File: src/rtl/alu_seq.sv
// alu_seq: sequential, handshaked ALU between decode and register-file writeback.
//
// Single-cycle ops (add/sub/adc, logic, shifts) register their result on the
// accept edge. MUL runs an iterative shift-add over word_len cycles. Results and
// flags are held in registers and offered on a valid/ready response port.
//
// Handshake rule (both ports): a transfer happens on a rising clk edge where
// valid && ready are both high. A producer keeps valid and its payload stable
// until that edge. in_ready is combinational from state and out_ready.
//
// Ports
//   clk, rst_n             clock, synchronous active-low reset
//   in_valid / in_ready    request handshake; x, y, operation sampled on accept
//   out_valid / out_ready  response handshake; ans and flags are the payload
//   ans                    registered result
//   did_overflow           signed overflow of the last completed op
//   carry                  persistent carry/borrow/shift-out flag
//   is_negative, is_zero   sign and zero flags of the registered ans
//   busy                   high whenever the FSM is not IDLE
//   dbg_state              current FSM state, for observation only

module alu_seq #(
    parameter int word_len = 16,
    parameter int op_len   = 4
) (
    input  logic                clk,
    input  logic                rst_n,
    input  logic                in_valid,
    output logic                in_ready,
    input  logic [word_len-1:0] x,
    input  logic [word_len-1:0] y,
    input  logic [op_len-1:0]   operation,
    output logic                out_valid,
    input  logic                out_ready,
    output logic [word_len-1:0] ans,
    output logic                did_overflow,
    output logic                carry,
    output logic                is_negative,
    output logic                is_zero,
    output logic                busy,
    output logic [1:0]          dbg_state
);

    localparam int W  = word_len;
    localparam int SW = $clog2(word_len);
    localparam int CW = $clog2(word_len + 1);
    localparam logic [CW-1:0] CNT_INIT = CW'(word_len);
    localparam logic [CW-1:0] CNT_LAST = CW'(1);

    localparam logic [op_len-1:0] OP_ADD = op_len'(0);
    localparam logic [op_len-1:0] OP_SUB = op_len'(1);
    localparam logic [op_len-1:0] OP_AND = op_len'(2);
    localparam logic [op_len-1:0] OP_OR  = op_len'(3);
    localparam logic [op_len-1:0] OP_XOR = op_len'(4);
    localparam logic [op_len-1:0] OP_NOT = op_len'(5);
    localparam logic [op_len-1:0] OP_SHL = op_len'(6);
    localparam logic [op_len-1:0] OP_SHR = op_len'(7);
    localparam logic [op_len-1:0] OP_ASR = op_len'(8);
    localparam logic [op_len-1:0] OP_MUL = op_len'(9);
    localparam logic [op_len-1:0] OP_ADC = op_len'(10);

    typedef enum logic [1:0] {
        S_IDLE = 2'd0,
        S_MUL  = 2'd1,
        S_DONE = 2'd2
    } state_t;

    state_t          state_q;
    logic [W-1:0]    ans_q;
    logic            ovf_q;
    logic            carry_q;
    logic            neg_q;
    logic            zero_q;
    logic            out_valid_q;
    logic            busy_q;
    logic [2*W-1:0]  mcand_q;
    logic [W-1:0]    mplier_q;
    logic [2*W-1:0]  acc_q;
    logic [CW-1:0]   cnt_q;

    // Single-cycle datapath, all arithmetic at W+1 bits.
    logic [W:0]      sum_w;
    logic [W:0]      diff_w;
    logic [W:0]      adc_w;
    logic [W:0]      shl_w;
    logic [W:0]      shr_w;
    logic [W:0]      asr_w;
    logic [SW-1:0]   amt;
    logic [W-1:0]    alu_res_d;
    logic            alu_c_d;
    logic            alu_v_d;

    // Multiply step
    logic [2*W-1:0]  acc_d;
    logic            mul_hi_d;

    logic            accept;

    assign accept   = in_valid && in_ready;
    assign in_ready = (state_q == S_IDLE) || ((state_q == S_DONE) && out_ready);

    always_comb begin
        sum_w  = {1'b0, x} + {1'b0, y};
        diff_w = {1'b0, x} - {1'b0, y};
        adc_w  = sum_w + {{W{1'b0}}, carry_q};
        amt    = y[SW-1:0];
        // A spare bit on the far side of each shift catches the last bit shifted
        // out; with amt==0 that bit is the zero padding, so carry comes out 0.
        shl_w  = {1'b0, x} << amt;
        shr_w  = {x, 1'b0} >> amt;
        asr_w  = $signed({x, 1'b0}) >>> amt;

        alu_res_d = x ^ y;
        alu_c_d   = carry_q;
        alu_v_d   = 1'b0;
        case (operation)
            OP_ADD: begin
                alu_res_d = sum_w[W-1:0];
                alu_c_d   = sum_w[W];
                alu_v_d   = (x[W-1] == y[W-1]) && (sum_w[W-1] != x[W-1]);
            end
            OP_SUB: begin
                alu_res_d = diff_w[W-1:0];
                alu_c_d   = diff_w[W];
                alu_v_d   = (x[W-1] != y[W-1]) && (diff_w[W-1] != x[W-1]);
            end
            OP_ADC: begin
                alu_res_d = adc_w[W-1:0];
                alu_c_d   = adc_w[W];
                alu_v_d   = (x[W-1] == y[W-1]) && (adc_w[W-1] != x[W-1]);
            end
            OP_AND: alu_res_d = x & y;
            OP_OR:  alu_res_d = x | y;
            OP_XOR: alu_res_d = x ^ y;
            OP_NOT: alu_res_d = ~x;
            OP_SHL: begin
                alu_res_d = shl_w[W-1:0];
                alu_c_d   = shl_w[W];
            end
            OP_SHR: begin
                alu_res_d = shr_w[W:1];
                alu_c_d   = shr_w[0];
            end
            OP_ASR: begin
                alu_res_d = asr_w[W:1];
                alu_c_d   = asr_w[0];
            end
            default: begin
                alu_res_d = x ^ y;
            end
        endcase
    end

    always_comb begin
        acc_d    = acc_q + (mplier_q[0] ? mcand_q : {(2*W){1'b0}});
        mul_hi_d = |acc_d[2*W-1:W];
    end

    always_ff @(posedge clk) begin
        if (!rst_n) begin
            state_q     <= S_IDLE;
            ans_q       <= '0;
            ovf_q       <= 1'b0;
            carry_q     <= 1'b0;
            neg_q       <= 1'b0;
            zero_q      <= 1'b0;
            out_valid_q <= 1'b0;
            busy_q      <= 1'b0;
            mcand_q     <= '0;
            mplier_q    <= '0;
            acc_q       <= '0;
            cnt_q       <= '0;
        end else if (accept) begin
            // Reached from IDLE or from DONE with out_ready (back-to-back).
            busy_q <= 1'b1;
            if (operation == OP_MUL) begin
                mcand_q     <= {{W{1'b0}}, x};
                mplier_q    <= y;
                acc_q       <= '0;
                cnt_q       <= CNT_INIT;
                out_valid_q <= 1'b0;
                state_q     <= S_MUL;
            end else begin
                ans_q       <= alu_res_d;
                carry_q     <= alu_c_d;
                ovf_q       <= alu_v_d;
                neg_q       <= alu_res_d[W-1];
                zero_q      <= (alu_res_d == '0);
                out_valid_q <= 1'b1;
                state_q     <= S_DONE;
            end
        end else begin
            case (state_q)
                S_MUL: begin
                    acc_q    <= acc_d;
                    mcand_q  <= mcand_q << 1;
                    mplier_q <= mplier_q >> 1;
                    cnt_q    <= cnt_q - CNT_LAST;
                    // Last step: the product is complete in acc_d this cycle.
                    if (cnt_q == CNT_LAST) begin
                        ans_q       <= acc_d[W-1:0];
                        carry_q     <= mul_hi_d;
                        ovf_q       <= mul_hi_d;
                        neg_q       <= acc_d[W-1];
                        zero_q      <= (acc_d[W-1:0] == '0);
                        out_valid_q <= 1'b1;
                        state_q     <= S_DONE;
                    end
                end
                S_DONE: begin
                    if (out_ready) begin
                        out_valid_q <= 1'b0;
                        busy_q      <= 1'b0;
                        state_q     <= S_IDLE;
                    end
                end
                S_IDLE: begin
                    busy_q <= 1'b0;
                end
                default: begin
                    out_valid_q <= 1'b0;
                    busy_q      <= 1'b0;
                    state_q     <= S_IDLE;
                end
            endcase
        end
    end

    // is_zero is a register rather than a decode of ans so that reset leaves
    // every flag low, including while ans itself is zero.
    assign ans          = ans_q;
    assign did_overflow = ovf_q;
    assign carry        = carry_q;
    assign is_negative  = neg_q;
    assign is_zero      = zero_q;
    assign out_valid    = out_valid_q;
    assign busy         = busy_q;
    assign dbg_state    = state_q;

endmodule
File: config.mk
export PLATFORM = sky130hd
export DESIGN_NAME = alu_seq
export DESIGN_NICKNAME = d
export VERILOG_FILES = /design/src/rtl/alu_seq.sv
export SDC_FILE = /design/constraint.sdc
export NUM_CORES = 1
export LEC_CHECK = 0
export CORE_ASPECT_RATIO = 0.9
export CORE_UTILIZATION = 35
export CTS_CLUSTER_SIZE = 28
export DETAILED_ROUTE_END_ITERATION = 8
export GPL_ROUTABILITY_DRIVEN = 0
export PLACE_DENSITY = 0.6
export SKIP_LAST_GASP = 1
export SLEW_MARGIN = 40
export SYNTH_ARGS = -nofsm -noshare
export SYNTH_HDL_FRONTEND = slang
export SYNTH_SLANG_ARGS = --single-unit
export TNS_END_PERCENT = 10
File: constraint.sdc
create_clock -name clk -period 4.6 [get_ports clk]
set_clock_uncertainty 0.2 [all_clocks]
set_input_delay 0.69 -clock clk [delete_from_list [all_inputs] [get_ports clk]]
set_output_delay 0.69 -clock clk [all_outputs]
set_load 0.02 [all_outputs]
==> out/results.tsv <==
stage	metric	value	unit
status	status	finished, violations left	
status	failing checks	DRC	
route	routed len/inst	20.4	um
cts	Clock Sink Count	107	
placed_design	DP Wirelength	34600	um
worst_setup_path	worst path cell trace	clkdlybuf4s50_1 -> buf_6 -> ha_1 -> inv_1 -> fa_1 -> nor2b_1 -> o21bai_1 -> a311o_1 -> a31oi_1 -> o311ai_0 -> mux2i_1 -> o21ai_0 -> buf_4 -> o221ai_2 -> o21ai_1 -> o211a_1	
floorplan	die area	33500	um2
worst_setup_path	Req. time, crit path	4.71	ns
route	detailed-route via count	13100	
route	vias per inst	6.03	
timing	f_max	225	MHz
synth	ys async rst share	0	%
cells_and_area	nets	1884	
synth	Syn Inst Count	1606	
global_routing	grt peak-use layer	met1	
cells_and_area	fill cell count	3301	
power	Lkg Pwr	5.60	nW
route	DRC Markers	5	
floorplan	io pins	65	
worst_setup_path	CP peak stage delay	0.50	ns
worst_setup_path	crit path max fanout	36	
synth	Post-Syn Nets	1733	
cts	Max Buffers Root-to-Sink	2	
synth	post-synthesis register bit count	107	
synth	Mean Syn Cell Area	7.15	um2
cells_and_area	Ant. Diodes	0	
worst_setup_path	CP arrival	4.56	ns
worst_setup_path	Critical Path End Type	register	
worst_setup_path	Critical-path top delay cell	clkdlybuf4s50_1	
worst_setup_path	Setup crit start kind	input pin	
global_routing	largest net degree at the start of global routing	76	
cells_and_area	Layout Cells excl Fill	2178	
timing	Slew HR	48.1	%
route	1st-iter DRT viols	1799	
worst_setup_path	Setup CP Type	in2reg	
global_routing	met1 usage	38.5	%
floorplan	chip width	193	um
cells_and_area	layout cell share with drive strength beyond 1	15.8	%
power	VDD IR max	0.000200	V
synth	Post-synth EDFFs	0	
global_routing	grt met3 use	6.21	%
cts	clock-pin slew on the worst setup and hold paths	0.08	ns
power	P per Cell Area	208	nW/um2
timing	Setup-failing EPs final	0	
run	Max Cap Viol	0	
global_routing	number of global-route vias before repair	12000	
timing	Final Hold Fails	0	
synth	count of warnings emitted by yosys	0	
timing	RSZ-0062 raised after global routing	true	
route	DR pass1 iterations	9	
synth	synth unique cells	86	
cts	Num CTS Buffers	9	
timing	fin crit share	96.8	%
global_routing	antenna violations before repair	0	
synth	synthesized area	11500	um2
global_routing	first-pass GRT wire length	68600	um
placed_design	post-placement cell count	2160	
timing	total negative setup slack	0	ns
timing	worst-margin pin slew	0.778	ns
cells_and_area	design area	14000	um2
floorplan	Die Span Y	174	um
min_path	WHS Path Cells	2	
placed_design	Area after DPL	13700	um2
worst_setup_path	Worst Reg2Reg Path Length in Cells	15	
global_routing	Total Routing Usage GR	26.2	%
timing	WHS	0.269	ns
cts	H-tree depth	3	
timing	Final Slew Violations	0	
floorplan	core area	32100	um2
global_routing	GRT overflow	0	
cells_and_area	area grow syn2layout	22.0	%
cts	hold bufs inserted after CTS	0	
floorplan	num rows	62	
route	Final ANT Viol Nets	0	
synth	Seq/Total Area, Yosys	18.7	%
placed_design	I/O Buffers	64	
floorplan	Initial Util	35.7	%
cts	clock latency on the worst-skew pair	0.35	ns
synth	Main synth FF type	dfxtp_1	
cts	TritonCTS clock tree	done	
min_path	Hold WC Path Type	reg2reg	
timing	post-layout min period	4.45	ns
cts	root buf cell	clkbuf_16	
route	routed wire length	44300	um
global_routing	met2 Usage GRT	37.0	%
worst max-delay path: cells and delay by family:
kind,cells,cell delay [ns]
and+or+nand+nor,1,0.20
AOI/OAI and AO/OA,8,1.85
buffers and inverters,4,1.03
adders and majority gates,2,0.64
muxes,1,0.15
area by class of cell:
class	instances	area, um2	area share (%)
Timing Repair Buffer	259	2150	15.4
Sequential cell	107	2140	15.3
Clock inverter	6	57.6	0.411
Tap cell	416	520	3.72
Inverter	62	234	1.67
Multi-Input combinational cell	1318	8670	61.9
Clock buffer	10	229	1.63
state kept, by name, indices dropped and copies added, names as in the netlist:
name	count
mcand_q	32
carry	1
dbg_state	2
acc_q	32
cnt_q	5
is_zero	1
ans	16
busy	1
mplier_q	16
did_overflow	1
where the power goes:
| part | switching [mW] | internal [mW] | leakage [nW] |
|---|---|---|---|
| combinational | 0.676 | 0.485 | 4.59 |
| clock | 0.393 | 0.383 | 0.141 |
| sequential | 0.0213 | 0.952 | 0.867 |
| total | 1.09 | 1.82 | 5.60 |
cells in the mapped netlist, types with 36 or more instances:
cell	number	area share, %
dfxtp_1	107	19
nor3_1	36	1.6
o21ai_0	109	4.8
nor2_1	188	6.1
o211ai_1	57	3.7
nand2_1	163	5.3
ha_1	84	9.2
and2_1	43	2.3
xnor2_1	37	2.8
a21oi_1	135	5.9
clkbuf_1	92	3.0
inv_1	60	2.0
nand3_1	62	2.7
final timing paths:
path | from | end | slack, ns
setup reg to reg | mplier_q[0]$_SDFFE_PN0P_ | did_overflow$_SDFFE_PN0P_ | 0.30
hold reg to reg | mcand_q[31]$_SDFFE_PN0P_ | mcand_q[31]$_SDFFE_PN0P_ | 0.27
setup / recovery | y[0] | ans[14]$_SDFFE_PN0P_ | 0.15
hold / removal | mcand_q[31]$_SDFFE_PN0P_ | mcand_q[31]$_SDFFE_PN0P_ | 0.27
per-layer routing:
| metal | vias to the layer above | part of all wire [%] | wire, um |
|---|---|---|---|
| met3 | 96 | 11 | 4680 |
| li1 | 6200 | - | - |
| met5 | - | 0 | 0 |
| met1 | 6195 | 45 | 20100 |
| met2 | 651 | 41 | 18000 |
| met4 | 0 | 3.6 | 1570 |
what timing repair did:
action | in CTS | in global routing
gates resized for setup | 0 | 6
buffers inserted | 0 | 2
setup endpoints to repair | 0 | 9
per-stage QoR:
stage / setup WS, ns / util [%] / power (mW)
after detailed placement: -0.349 / 42.6 / 2.11
after global placement: -0.217 / 42.6 / 2.10
after floorplan: 0.0243 / - / 1.62
after global routing: -0.0269 / 43.6 / 3.05
final: 0.147 / 43.6 / 2.91
after CTS: 0.0246 / 43.5 / 2.88
logic make-up (layout without fill, tap and decap cells):
kind of cell | after synthesis | after routing | share of synthesized area [%]
simple gates | 596 | 596 | 24.7
compound gates | 526 | 526 | 30.3
fa+ha+maj | 87 | 87 | 9.68
xor+xnor | 52 | 52 | 4.03
buf+inv | 181 | 337 | 6.17
flops | 107 | 107 | 18.7
mux | 57 | 57 | 6.51
cell usage in the layout, fill, tap and decap left out, drive strengths merged, types with 6 or more instances in the layout:
cell type and instances:
buf 196, nor2 188, nand2 163, a21oi 135
o21ai 115, dfxtp 107, ha 84, inv 65
clkdlybuf4s50 63, nand3 63, o211ai 57, and2 43
xnor2 37, nor3 37, a31oi 32, mux2i 24
a211oi 24, nor2b 22, mux2 21, a21o 17
o221ai 16, xor2 15, a2111oi 13, o21a 12
and3 12, mux4 12, o21bai 12, o31ai 11
clkbuf 10, a22oi 9, nor4 9, a311oi 8
o2111ai 8, nand4 8, nand2b 7, a211o 6
nand4b 6, or4 6
No activity file was read; power rests on OpenSTA's default activity.
